### config.mk
export PLATFORM = sky130hd
export DESIGN_NAME = snake_body_engine
export DESIGN_NICKNAME = d
export VERILOG_FILES = /design/src/rtl/snake_body_engine.sv
export SDC_FILE = /design/constraint.sdc
export NUM_CORES = 1
export LEC_CHECK = 0
export BUFFER_PORTS_ARGS = -buffer_cell sky130_fd_sc_hd__buf_2
export CAP_MARGIN = 20
export CORE_MARGIN = 5
export CORE_UTILIZATION = 57
export CTS_CLUSTER_SIZE = 20
export DETAILED_ROUTE_END_ITERATION = 8
export PLACE_DENSITY = 0.76
export SYNTH_ARGS = -nofsm -noshare
export SYNTH_HDL_FRONTEND = slang
export SYNTH_SLANG_ARGS = --single-unit
### constraint.sdc
create_clock -name clk -period 4.85 [get_ports clk]
set_clock_uncertainty 0.2 [all_clocks]
set_input_delay 0.485 -clock clk [delete_from_list [all_inputs] [get_ports clk]]
set_output_delay 0.485 -clock clk [all_outputs]
set_load 0.05 [all_outputs]
### src/rtl/snake_body_engine.sv
// Snake body store and move engine: circular segment buffer, wall/self collision check,
// and tail-erase / head-draw pixel streaming towards a VGA plot port.
module snake_body_engine #(
    parameter int X_W      = 8,
    parameter int Y_W      = 7,
    parameter int CELL     = 4,
    parameter int GRID_W   = 40,
    parameter int GRID_H   = 30,
    parameter int MAX_LEN  = 64,
    parameter int INIT_LEN = 3,
    parameter int INIT_X   = 20,
    parameter int INIT_Y   = 15
) (
    input  logic                         clk,
    input  logic                         rst,
    input  logic                         start,
    input  logic                         step,
    input  logic [1:0]                   dir,
    input  logic [$clog2(GRID_W)-1:0]    food_cx,
    input  logic [$clog2(GRID_H)-1:0]    food_cy,
    output logic                         busy,
    output logic                         done,
    output logic                         dead,
    output logic                         ate,
    output logic [$clog2(MAX_LEN+1)-1:0] length,
    output logic                         plot_en,
    output logic [X_W-1:0]               plot_x,
    output logic [Y_W-1:0]               plot_y,
    output logic                         plot_colour
);

    localparam int CX_W  = $clog2(GRID_W);
    localparam int CY_W  = $clog2(GRID_H);
    localparam int CW    = CX_W + CY_W;
    localparam int LEN_W = $clog2(MAX_LEN + 1);
    localparam int PTR_W = (MAX_LEN > 1) ? $clog2(MAX_LEN) : 1;
    localparam int PW    = (CELL > 1) ? $clog2(CELL * CELL) : 1;

    localparam logic [3:0] S_IDLE      = 4'd0;
    localparam logic [3:0] S_INIT_WR   = 4'd1;
    localparam logic [3:0] S_INIT_DRAW = 4'd2;
    localparam logic [3:0] S_MOVE      = 4'd3;
    localparam logic [3:0] S_CHECK     = 4'd4;
    localparam logic [3:0] S_ERASE     = 4'd5;
    localparam logic [3:0] S_PUSH      = 4'd6;
    localparam logic [3:0] S_DRAW      = 4'd7;
    localparam logic [3:0] S_DONE      = 4'd8;

    logic [3:0]       state;
    logic [LEN_W-1:0] len;
    logic [LEN_W-1:0] cnt;
    logic [PW-1:0]    pix;
    logic [PTR_W-1:0] head_ptr;
    logic [CX_W-1:0]  head_x, nh_x;
    logic [CY_W-1:0]  head_y, nh_y;
    logic [CW-1:0]    tail_cell;
    logic [1:0]       cur_dir;
    logic             grow, grow_eff;

    logic [CW-1:0]    mem [MAX_LEN];
    logic [CW-1:0]    rd_data;
    logic [PTR_W-1:0] rd_addr, wr_addr;
    logic [CW-1:0]    wr_data;
    logic             wr_en;

    function automatic logic [PTR_W-1:0] ptr_sub(input int a, input int b);
        int r;
        r = a - b;
        if (r < 0) r = r + MAX_LEN;
        return PTR_W'(r);
    endfunction

    function automatic logic [PTR_W-1:0] ptr_inc(input logic [PTR_W-1:0] a);
        return (int'(a) == MAX_LEN - 1) ? '0 : a + 1'b1;
    endfunction

    // Move decode: reversal keeps the current heading; walls detected before wrap.
    logic [1:0]      eff_dir;
    logic [CX_W-1:0] nx;
    logic [CY_W-1:0] ny;
    logic            wall, grow_c, pix_last, match;

    always_comb begin
        eff_dir = dir;
        if (dir[1] == cur_dir[1] && dir[0] != cur_dir[0]) eff_dir = cur_dir;
        nx   = head_x;
        ny   = head_y;
        wall = 1'b0;
        case (eff_dir)
            2'b00: begin wall = (int'(head_x) == GRID_W - 1); nx = head_x + 1'b1; end
            2'b01: begin wall = (head_x == '0);               nx = head_x - 1'b1; end
            2'b10: begin wall = (int'(head_y) == GRID_H - 1); ny = head_y + 1'b1; end
            default: begin wall = (head_y == '0);             ny = head_y - 1'b1; end
        endcase
        grow_c   = (nx == food_cx) && (ny == food_cy);
        pix_last = (int'(pix) == CELL * CELL - 1);
        // cnt-1 is the segment whose read data is present; the tail is skipped when it vacates.
        match    = (cnt != '0) && (rd_data == {nh_x, nh_y}) && !((cnt == len) && !grow_eff);
    end

    always_comb begin
        wr_en   = 1'b0;
        wr_addr = head_ptr;
        wr_data = {nh_x, nh_y};
        if (state == S_INIT_WR) begin
            wr_en   = 1'b1;
            wr_addr = PTR_W'(cnt);
            wr_data = {CX_W'(INIT_X), CY_W'(INIT_Y + INIT_LEN - 1 - int'(cnt))};
        end else if (state == S_PUSH) begin
            wr_en   = 1'b1;
            wr_addr = ptr_inc(head_ptr);
        end
        rd_addr = (cnt < len) ? ptr_sub(int'(head_ptr), int'(cnt)) : head_ptr;
    end

    always_ff @(posedge clk) begin
        if (wr_en) mem[wr_addr] <= wr_data;
        rd_data <= mem[rd_addr];
    end

    logic            plot_en_c, colour_c;
    logic [CX_W-1:0] cell_x;
    logic [CY_W-1:0] cell_y;
    logic [X_W-1:0]  px_c;
    logic [Y_W-1:0]  py_c;

    always_comb begin
        plot_en_c = 1'b0;
        colour_c  = 1'b0;
        cell_x    = nh_x;
        cell_y    = nh_y;
        case (state)
            S_INIT_DRAW: begin
                plot_en_c = 1'b1;
                colour_c  = 1'b1;
                cell_x    = CX_W'(INIT_X);
                cell_y    = CY_W'(INIT_Y + int'(cnt));
            end
            S_ERASE: begin
                plot_en_c = 1'b1;
                cell_x    = tail_cell[CW-1:CY_W];
                cell_y    = tail_cell[CY_W-1:0];
            end
            S_DRAW: begin
                plot_en_c = 1'b1;
                colour_c  = 1'b1;
            end
            default: ;
        endcase
        px_c = X_W'(int'(cell_x) * CELL + int'(pix) % CELL);
        py_c = Y_W'(int'(cell_y) * CELL + int'(pix) / CELL);
    end

    always_ff @(posedge clk or negedge rst) begin
        if (!rst) begin
            state       <= S_IDLE;
            len         <= '0;
            cnt         <= '0;
            pix         <= '0;
            head_ptr    <= '0;
            head_x      <= '0;
            head_y      <= '0;
            nh_x        <= '0;
            nh_y        <= '0;
            tail_cell   <= '0;
            cur_dir     <= 2'b00;
            grow        <= 1'b0;
            grow_eff    <= 1'b0;
            dead        <= 1'b0;
            plot_en     <= 1'b0;
            plot_x      <= '0;
            plot_y      <= '0;
            plot_colour <= 1'b0;
        end else begin
            plot_en     <= plot_en_c;
            plot_x      <= px_c;
            plot_y      <= py_c;
            plot_colour <= colour_c;
            case (state)
                S_IDLE: if (step && !dead) state <= S_MOVE;
                S_INIT_WR: begin
                    len <= cnt + 1'b1;
                    if (int'(cnt) == INIT_LEN - 1) begin
                        head_ptr <= PTR_W'(INIT_LEN - 1);
                        head_x   <= CX_W'(INIT_X);
                        head_y   <= CY_W'(INIT_Y);
                        dead     <= 1'b0;
                        cur_dir  <= 2'b00;
                        cnt      <= '0;
                        state    <= S_INIT_DRAW;
                    end else begin
                        cnt <= cnt + 1'b1;
                    end
                end
                S_INIT_DRAW: begin
                    pix <= pix + 1'b1;
                    if (pix_last) begin
                        pix <= '0;
                        if (int'(cnt) == INIT_LEN - 1) state <= S_DONE;
                        else cnt <= cnt + 1'b1;
                    end
                end
                S_MOVE: begin
                    cur_dir <= eff_dir;
                    cnt     <= '0;
                    pix     <= '0;
                    if (wall) begin
                        dead  <= 1'b1;
                        grow  <= 1'b0;
                        state <= S_DONE;
                    end else begin
                        nh_x     <= nx;
                        nh_y     <= ny;
                        grow     <= grow_c;
                        grow_eff <= grow_c && (int'(len) != MAX_LEN);
                        state    <= S_CHECK;
                    end
                end
                S_CHECK: begin
                    if (cnt == len) tail_cell <= rd_data;
                    if (match) begin
                        dead  <= 1'b1;
                        grow  <= 1'b0;
                        state <= S_DONE;
                    end else if (cnt == len) begin
                        state <= grow_eff ? S_PUSH : S_ERASE;
                    end else begin
                        cnt <= cnt + 1'b1;
                    end
                end
                S_ERASE: begin
                    pix <= pix + 1'b1;
                    if (pix_last) begin
                        pix   <= '0;
                        len   <= len - 1'b1;
                        state <= S_PUSH;
                    end
                end
                S_PUSH: begin
                    head_ptr <= ptr_inc(head_ptr);
                    head_x   <= nh_x;
                    head_y   <= nh_y;
                    len      <= len + 1'b1;
                    state    <= S_DRAW;
                end
                S_DRAW: begin
                    pix <= pix + 1'b1;
                    if (pix_last) begin
                        pix   <= '0;
                        state <= S_DONE;
                    end
                end
                S_DONE:  state <= S_IDLE;
                default: state <= S_IDLE;
            endcase
            // start overrides everything except an initialisation already in flight.
            if (start && state != S_INIT_WR && state != S_INIT_DRAW) begin
                state    <= S_INIT_WR;
                cnt      <= '0;
                len      <= '0;
                pix      <= '0;
                grow     <= 1'b0;
                grow_eff <= 1'b0;
            end
        end
    end

    assign busy   = (state != S_IDLE);
    assign done   = (state == S_DONE);
    assign ate    = (state == S_DONE) && grow;
    assign length = len;

endmodule
==> summary.txt, run 1 <==
Yosys
  – Post-synthesis sequential area ratio: 69.3%
  – Largest area contributor in the netlist: edfxtp_1
  – Synthesized flop and latch total: 798
  – Post-synth ARST share: 10.4%
  – Most common cell in the netlist: edfxtp_1
  – Main synth FF type: edfxtp_1
  – Ys Warns: 0
  – Mapped Cells: 2,550
  – Post-synth EDFFs: 704
  – Post-Syn Nets: 2,602
  – Mapped Area: 33,800 um2
  – Commonest cells post-synth: 704 x edfxtp_1, 524 x nand2_1, 225 x nand3_1, 200 x mux2i_1, 108 x nor2_1
  – Cell variety after synth: 70
  – Syn avg cell area: 13.3 um2
  – Top cell type's share of synthesized area: 62.5%
  – Synth top area cells: edfxtp_1 62%, dfrtp_1 6.1%, mux2i_1 5.9%, nand2_1 5.8%, nand3_1 3.3%

Global routing
  – Vias in the first global route: 21,269
  – Overflow after GRT: 0
  – GRT Util Overall: 26.9%
  – Initial antenna violation count: 0
  – Largest net degree at the start of global routing: 65
  – First-pass GRT wire length: 131,000 um

Routing
  – Initial DRC Count: 2,584
  – TritonRoute pass-1 iters: 6
  – Final wirelength: 87,100 um
  – DR vias: 21,949
  – Antenna Nets Post-Route: 0
  – WL/cell: 24.7 um
  – Routed vias/inst: 6.24
  – DRC: 0

Die
  – Starting Density: 57.4%
  – Die Area: 64,300 um2
  – Standard-cell rows: 89
  – # IOs: 45
  – Core footprint: 58,900 um2
  – Die height: 254 um
  – Die Wd: 254 um

Clocking
  – Clk sinks: 798
  – CTS resizes: 0
  – CTS tree: done
  – CTS buffer count: 80
  – Clk root buf: clkbuf_16
  – H-tree depth: 3
  – Clock Path Buffers: 3
  – Worst-Skew Late Latency: 0.63 ns
  – Clock-pin transition on the worst setup and hold timing paths: 0.06 ns

Placement
  – IO buf count: 44
  – DP HPWL: 55,900 um
  – Routability cong.: 0.902

Status
  – Status: complete, no violations

Hold path
  – Type of the worst min-delay path: primary input to flip-flop

STA
  – Final slew viol count: 0
  – Final setup viols: 0
  – RSZ-0062 raised after global routing: no
  – Final hold vios: 0
  – Max_slew headroom: 24.4%
  – Worst-margin pin slew: 1.13 ns
  – Minimum clock period: 4.37 ns
  – Final Cycle Share: 90.1%
  – Fmax: 229 MHz
  – Setup TNS: 0 ns

Critical path
  – Worst setup SP type: flip-flop
  – Crit Path Category: flip-flop to flip-flop
  – CP Data Required Time: 5.17 ns
  – Arrival @ worst endpoint: 4.69 ns
  – Crit path capture type: flip-flop
  – Largest fanout on the critical path: 14

Finish
  – Layout cells sized above 1: 13.2%
  – Area grow syn2layout: 12.9%
  – Inserted Diodes: 0
  – Final nets: 2,733

Job
  – Max_cap viols: 0
==> state kept, by name (all words and copies together), names as in the netlist, 2 cells and up <==
| signal | flops |
|---|---|
| mem | 704 |
| rd_data | 11 |
| tail_cell | 11 |
| plot_x | 8 |
| cnt | 7 |
| length | 7 |
| plot_y | 7 |
| head_ptr | 6 |
| head_x | 6 |
| nh_x | 6 |
| head_y | 5 |
| nh_y | 5 |
| pix | 4 |
| state | 4 |
| cur_dir | 2 |
==> per-layer routing <==
metal / global-route usage (%) / wire [um]
met5: 0 / 0
met4: 10.6 / 3720
met3: 4.51 / 8430
met2: 43.5 / 41700
met1: 37.1 / 33200
==> critical path, stage by stage (launching register included) <==
cell and delay (ns):
dfrtp_1 0.58, ha_1 0.34, a21oi_1 0.29, o21ai_2 0.19
nor2_8 0.26, mux2i_4 0.70, buf_4 0.38, mux2i_1 0.13
o2111ai_1 0.51, o311ai_0 0.35, a32o_1 0.34
==> final cells by class <==
class	count	area (um2)
flip-flops and latches	798	23400
fillers	4097	20700
multi-input cells	1586	9740
clock buffers	106	2170
repair buffers	187	1430
well taps	773	967
clock inverters	41	345
inverters	28	105
==> cell families (layout without fill, tap and decap cells) <==
family,Yosys count,in the layout,synth area share [%]
AO/OA/AOI/OAI,301,301,6.35
XOR/XNOR,52,52,1.39
adder cells (fa/ha/maj),35,35,1.38
buffers and inverters,166,362,2.17
flip-flops,798,798,69.3
multiplexers,235,235,7.12
AND/OR/NAND/NOR,963,963,12.3
==> layout by cell type, fill, tap and decap left out, types with 10 or more instances in the layout <==
master	synthesis	final
a211oi_1	14	14
a21o_1	13	12
a21oi_1	62	62
a22o_1	10	10
a32o_1	21	21
and3_1	14	14
buf_12	0	10
buf_2	57	43
buf_4	7	131
clkbuf_1	59	21
clkbuf_16	0	82
clkinv_1	0	11
clkinv_2	0	20
dfrtp_1	83	83
dfxtp_1	11	11
edfxtp_1	704	704
ha_1	31	31
inv_1	28	28
mux2_2	33	33
mux2i_1	200	199
nand2_1	524	522
nand3_1	225	225
nand4_1	17	17
nor2_1	108	108
nor3_1	24	24
o2111ai_1	19	19
o21ai_0	58	56
o22a_1	15	15
xnor2_1	25	25
xor2_1	26	26
==> metrics by stage <==
step | hold slack (ns) | cells | setup slack (ns) | util (%) | cell area [um2]
after floorplan | -0.0106 | 2550 | 0.172 | - | 33800
after global placement | 0.213 | 3369 | 0.740 | 60.5 | 35700
after detailed placement | 0.221 | 3369 | 0.643 | 60.5 | 35700
after CTS | 0.0254 | 3517 | 0.566 | 64.8 | 38200
after global routing | 0.0898 | 3519 | 0.326 | 64.8 | 38200
final | 0.0693 | 3519 | 0.482 | 64.8 | 38200
==> path summary, 6_finish.rpt <==
path | slack (ns) | end | cells past startpoint | startpoint
worst max register to register | 0.48 | rd_data[3] | 10 | cnt[4]
max in group asynchronous | 3.28 | head_x[5] | 3 | rst
worst min register to register | 0.25 | plot_x[1] | 0 | pix[1]
min in group asynchronous | 0.11 | length[5] | 2 | rst
worst max-delay path | 0.48 | rd_data[3] | 10 | cnt[4]
worst min-delay path | 0.07 | grow | 4 | food_cy[4]
==> repair_timing <==
| item | in CTS | in global routing |
|---|---|---|
| hold endpoints to repair | 23 | 0 |
| buffers inserted | 0 | 0 |
| hold buffers | 1 | 0 |
| endpoints found under the setup margin | 0 | 0 |
Power of run 1 is left out: the tool's default activity adds up to more than one toggle a clock period on the data nets, which glitch-free logic cannot reach.
==> run 2: changes to the inputs <==
--- a/config.mk
+++ b/config.mk
@@ -7,11 +7,14 @@
 export LEC_CHECK = 0
 export BUFFER_PORTS_ARGS = -buffer_cell sky130_fd_sc_hd__buf_2
 export CAP_MARGIN = 20
+export CELL_PAD_IN_SITES_DETAIL_PLACEMENT = 1
+export CELL_PAD_IN_SITES_GLOBAL_PLACEMENT = 1
 export CORE_MARGIN = 5
-export CORE_UTILIZATION = 57
+export CORE_UTILIZATION = 48
 export CTS_CLUSTER_SIZE = 20
 export DETAILED_ROUTE_END_ITERATION = 8
-export PLACE_DENSITY = 0.76
+export MAX_ROUTING_LAYER = met4
+export PLACE_DENSITY_LB_ADDON = 0.1
 export SYNTH_ARGS = -nofsm -noshare
 export SYNTH_HDL_FRONTEND = slang
 export SYNTH_SLANG_ARGS = --single-unit
==> run 2 against run 1 <==
Effect of this change:
- first-iteration DRC count shrank 34%
- cell area grew 1.8%
- setup slack lost 0.19 ns
- register-to-register slack got worse by 0.19 ns
- worst hold slack better by 0.044 ns
- count of clock-buffer cells in the layout up 3
- sequential share of layout area is 1.1 points lower
- critical path depth rose by 1
- flip-flop and latch count is the same
- final cell count increased by 5.5%
- via count up 1.2%
- global-route usage grew 0.53 points
- critical path type unchanged
==> summary.txt, run 2 (synthesis results as in run 1) <==
STA
  – Hold Slack: 0.113 ns
  – Final Cycle Share: 94.1%
  – Final slew viol count: 0
  – Max_slew headroom: 21.3%
  – Final setup viols: 0
  – Worst-margin pin slew: 1.18 ns
  – Final setup margin: 0.289 ns
  – Final hold vios: 0
  – Fmax: 219 MHz
  – RSZ-0062 raised after global routing: no
  – Setup TNS: 0 ns
  – Minimum clock period: 4.56 ns

Placement
  – IO buf count: 44
  – DP HPWL: 65,100 um
  – Dpl cell area: 36,100 um2
  – Pre-CTS setup slack: 0.377 ns
  – Routability cong.: 0.873

Global routing
  – GRT Util Overall: 27.4%
  – Overflow after GRT: 0
  – Initial antenna violation count: 1
  – Vias in the first global route: 22,892
  – First-pass GRT wire length: 151,000 um
  – Largest net degree at the start of global routing: 65
  – Met3 usage: 3.82%
  – Met2 Use GR: 44.2%
  – M1 GR Usage: 37.3%
  – Busiest layer in global routing: met2

Routing
  – DR vias: 22,206
  – Routed vias/inst: 5.98
  – TritonRoute pass-1 iters: 5
  – Initial DRC Count: 1,716
  – Antenna Nets Post-Route: 0
  – Final wirelength: 101,000 um
  – DRC: 0
  – WL/cell: 27.3 um

Finish
  – Final nets: 2,754
  – Area grow syn2layout: 15.0%
  – Top Registers: mem x704, rd_data x11, tail_cell x11
  – Commonest cells after routing, fill and taps aside: 704 x edfxtp_1, 522 x nand2_1, 225 x nand3_1, 198 x mux2i_1, 142 x buf_4
  – Layout cells sized above 1: 13.8%
  – Largest register FFs: 704
  – Commonest non-fill, non-tap cell in the layout: edfxtp_1
  – Number of fill cells: 6,918
  – Post-route cell area: 38,900 um2
  – Top reg by flops: mem

Clocking
  – CTS buffer count: 84
  – Worst-Skew Late Latency: 0.64 ns
  – Clk sinks: 798
  – H-tree depth: 3
  – Clock-pin transition on the worst setup and hold timing paths: 0.06 ns
  – CTS tree: done
  – Total setup buffers inserted after CTS: 0
  – CTS resizes: 0
  – Hold-fix buffers, CTS: 2
  – Clk root buf: clkbuf_16
  – Clock Path Buffers: 3

Critical path
  – Crit path capture type: flip-flop
  – CP Data Required Time: 5.22 ns
  – Largest fanout on the critical path: 29
  – Crit Path Category: flip-flop to flip-flop
  – Arrival @ worst endpoint: 4.93 ns
  – Worst setup SP type: flip-flop
  – RR Startpoint: cnt[2]
  – Critical Path Source: cnt[2]

Die
  – Die Area: 75,900 um2
  – Die height: 275 um
  – Core footprint: 70,000 um2
  – Starting Density: 48.3%
  – # IOs: 45
  – Die Wd: 275 um
  – Standard-cell rows: 97

Hold path
  – Type of the worst min-delay path: primary input to async pin

Job
  – Max_cap viols: 0

Status
  – Status: complete, no violations
## run 2: worst paths after layout
kind | endpoint | slack (ns) | cells after the start
min in group clk | grow | 0.15 | 5
max in group asynchronous | plot_x[6] | 3.22 | 3
max reg2reg | rd_data[4] | 0.29 | 11
max | rd_data[4] | 0.29 | 11
min | plot_y[5] | 0.11 | 2
min reg2reg | plot_x[1] | 0.24 | 0
## run 2: layout make-up
| class | instances | area (um2) | share of cell area (%) |
|---|---|---|---|
| well taps | 940 | 1180 | 3.02 |
| multi-input cells | 1586 | 9750 | 25.1 |
| clock inverters | 45 | 499 | 1.28 |
| flip-flops and latches | 798 | 23400 | 60.3 |
| inverters | 28 | 105 | 0.270 |
| clock buffers | 109 | 2310 | 5.93 |
| repair buffers | 204 | 1620 | 4.17 |
| diodes | 1 | 2.50 | 0.00643 |
## run 2: stage by stage
| stage | util (%) | cells |
|---|---|---|
| 4_1_cts | 55.5 | 3710 |
| 5_1_grt | 55.5 | 3711 |
| 2_1_floorplan | - | 2550 |
| 3_3_place_gp | 51.4 | 3551 |
| 3_5_place_dp | 51.5 | 3554 |
| 6_report | 55.5 | 3711 |
## run 2: worst max-delay path, cell delays in order (launching register included)
cell	delay, ns
dfrtp_1	0.55
ha_1	0.33
a21oi_1	0.31
a21oi_4	0.18
nor2_8	0.28
mux2i_4	0.31
buf_12	0.27
buf_4	0.35
mux2i_1	0.23
mux2i_1	0.17
a221oi_1	1.03
a32o_1	0.25
## run 2: metal layers
| layer | routed length, um | part of all wire [%] | vias to the layer above |
|---|---|---|---|
| li1 | - | - | 9792 |
| met5 | 0 | 0 | - |
| met3 | 5700 | 5.6 | 144 |
| met1 | 43900 | 43 | 11606 |
| met2 | 49100 | 49 | 664 |
| met4 | 2420 | 2.4 | 0 |
Power of run 2 is left out for the same reason.
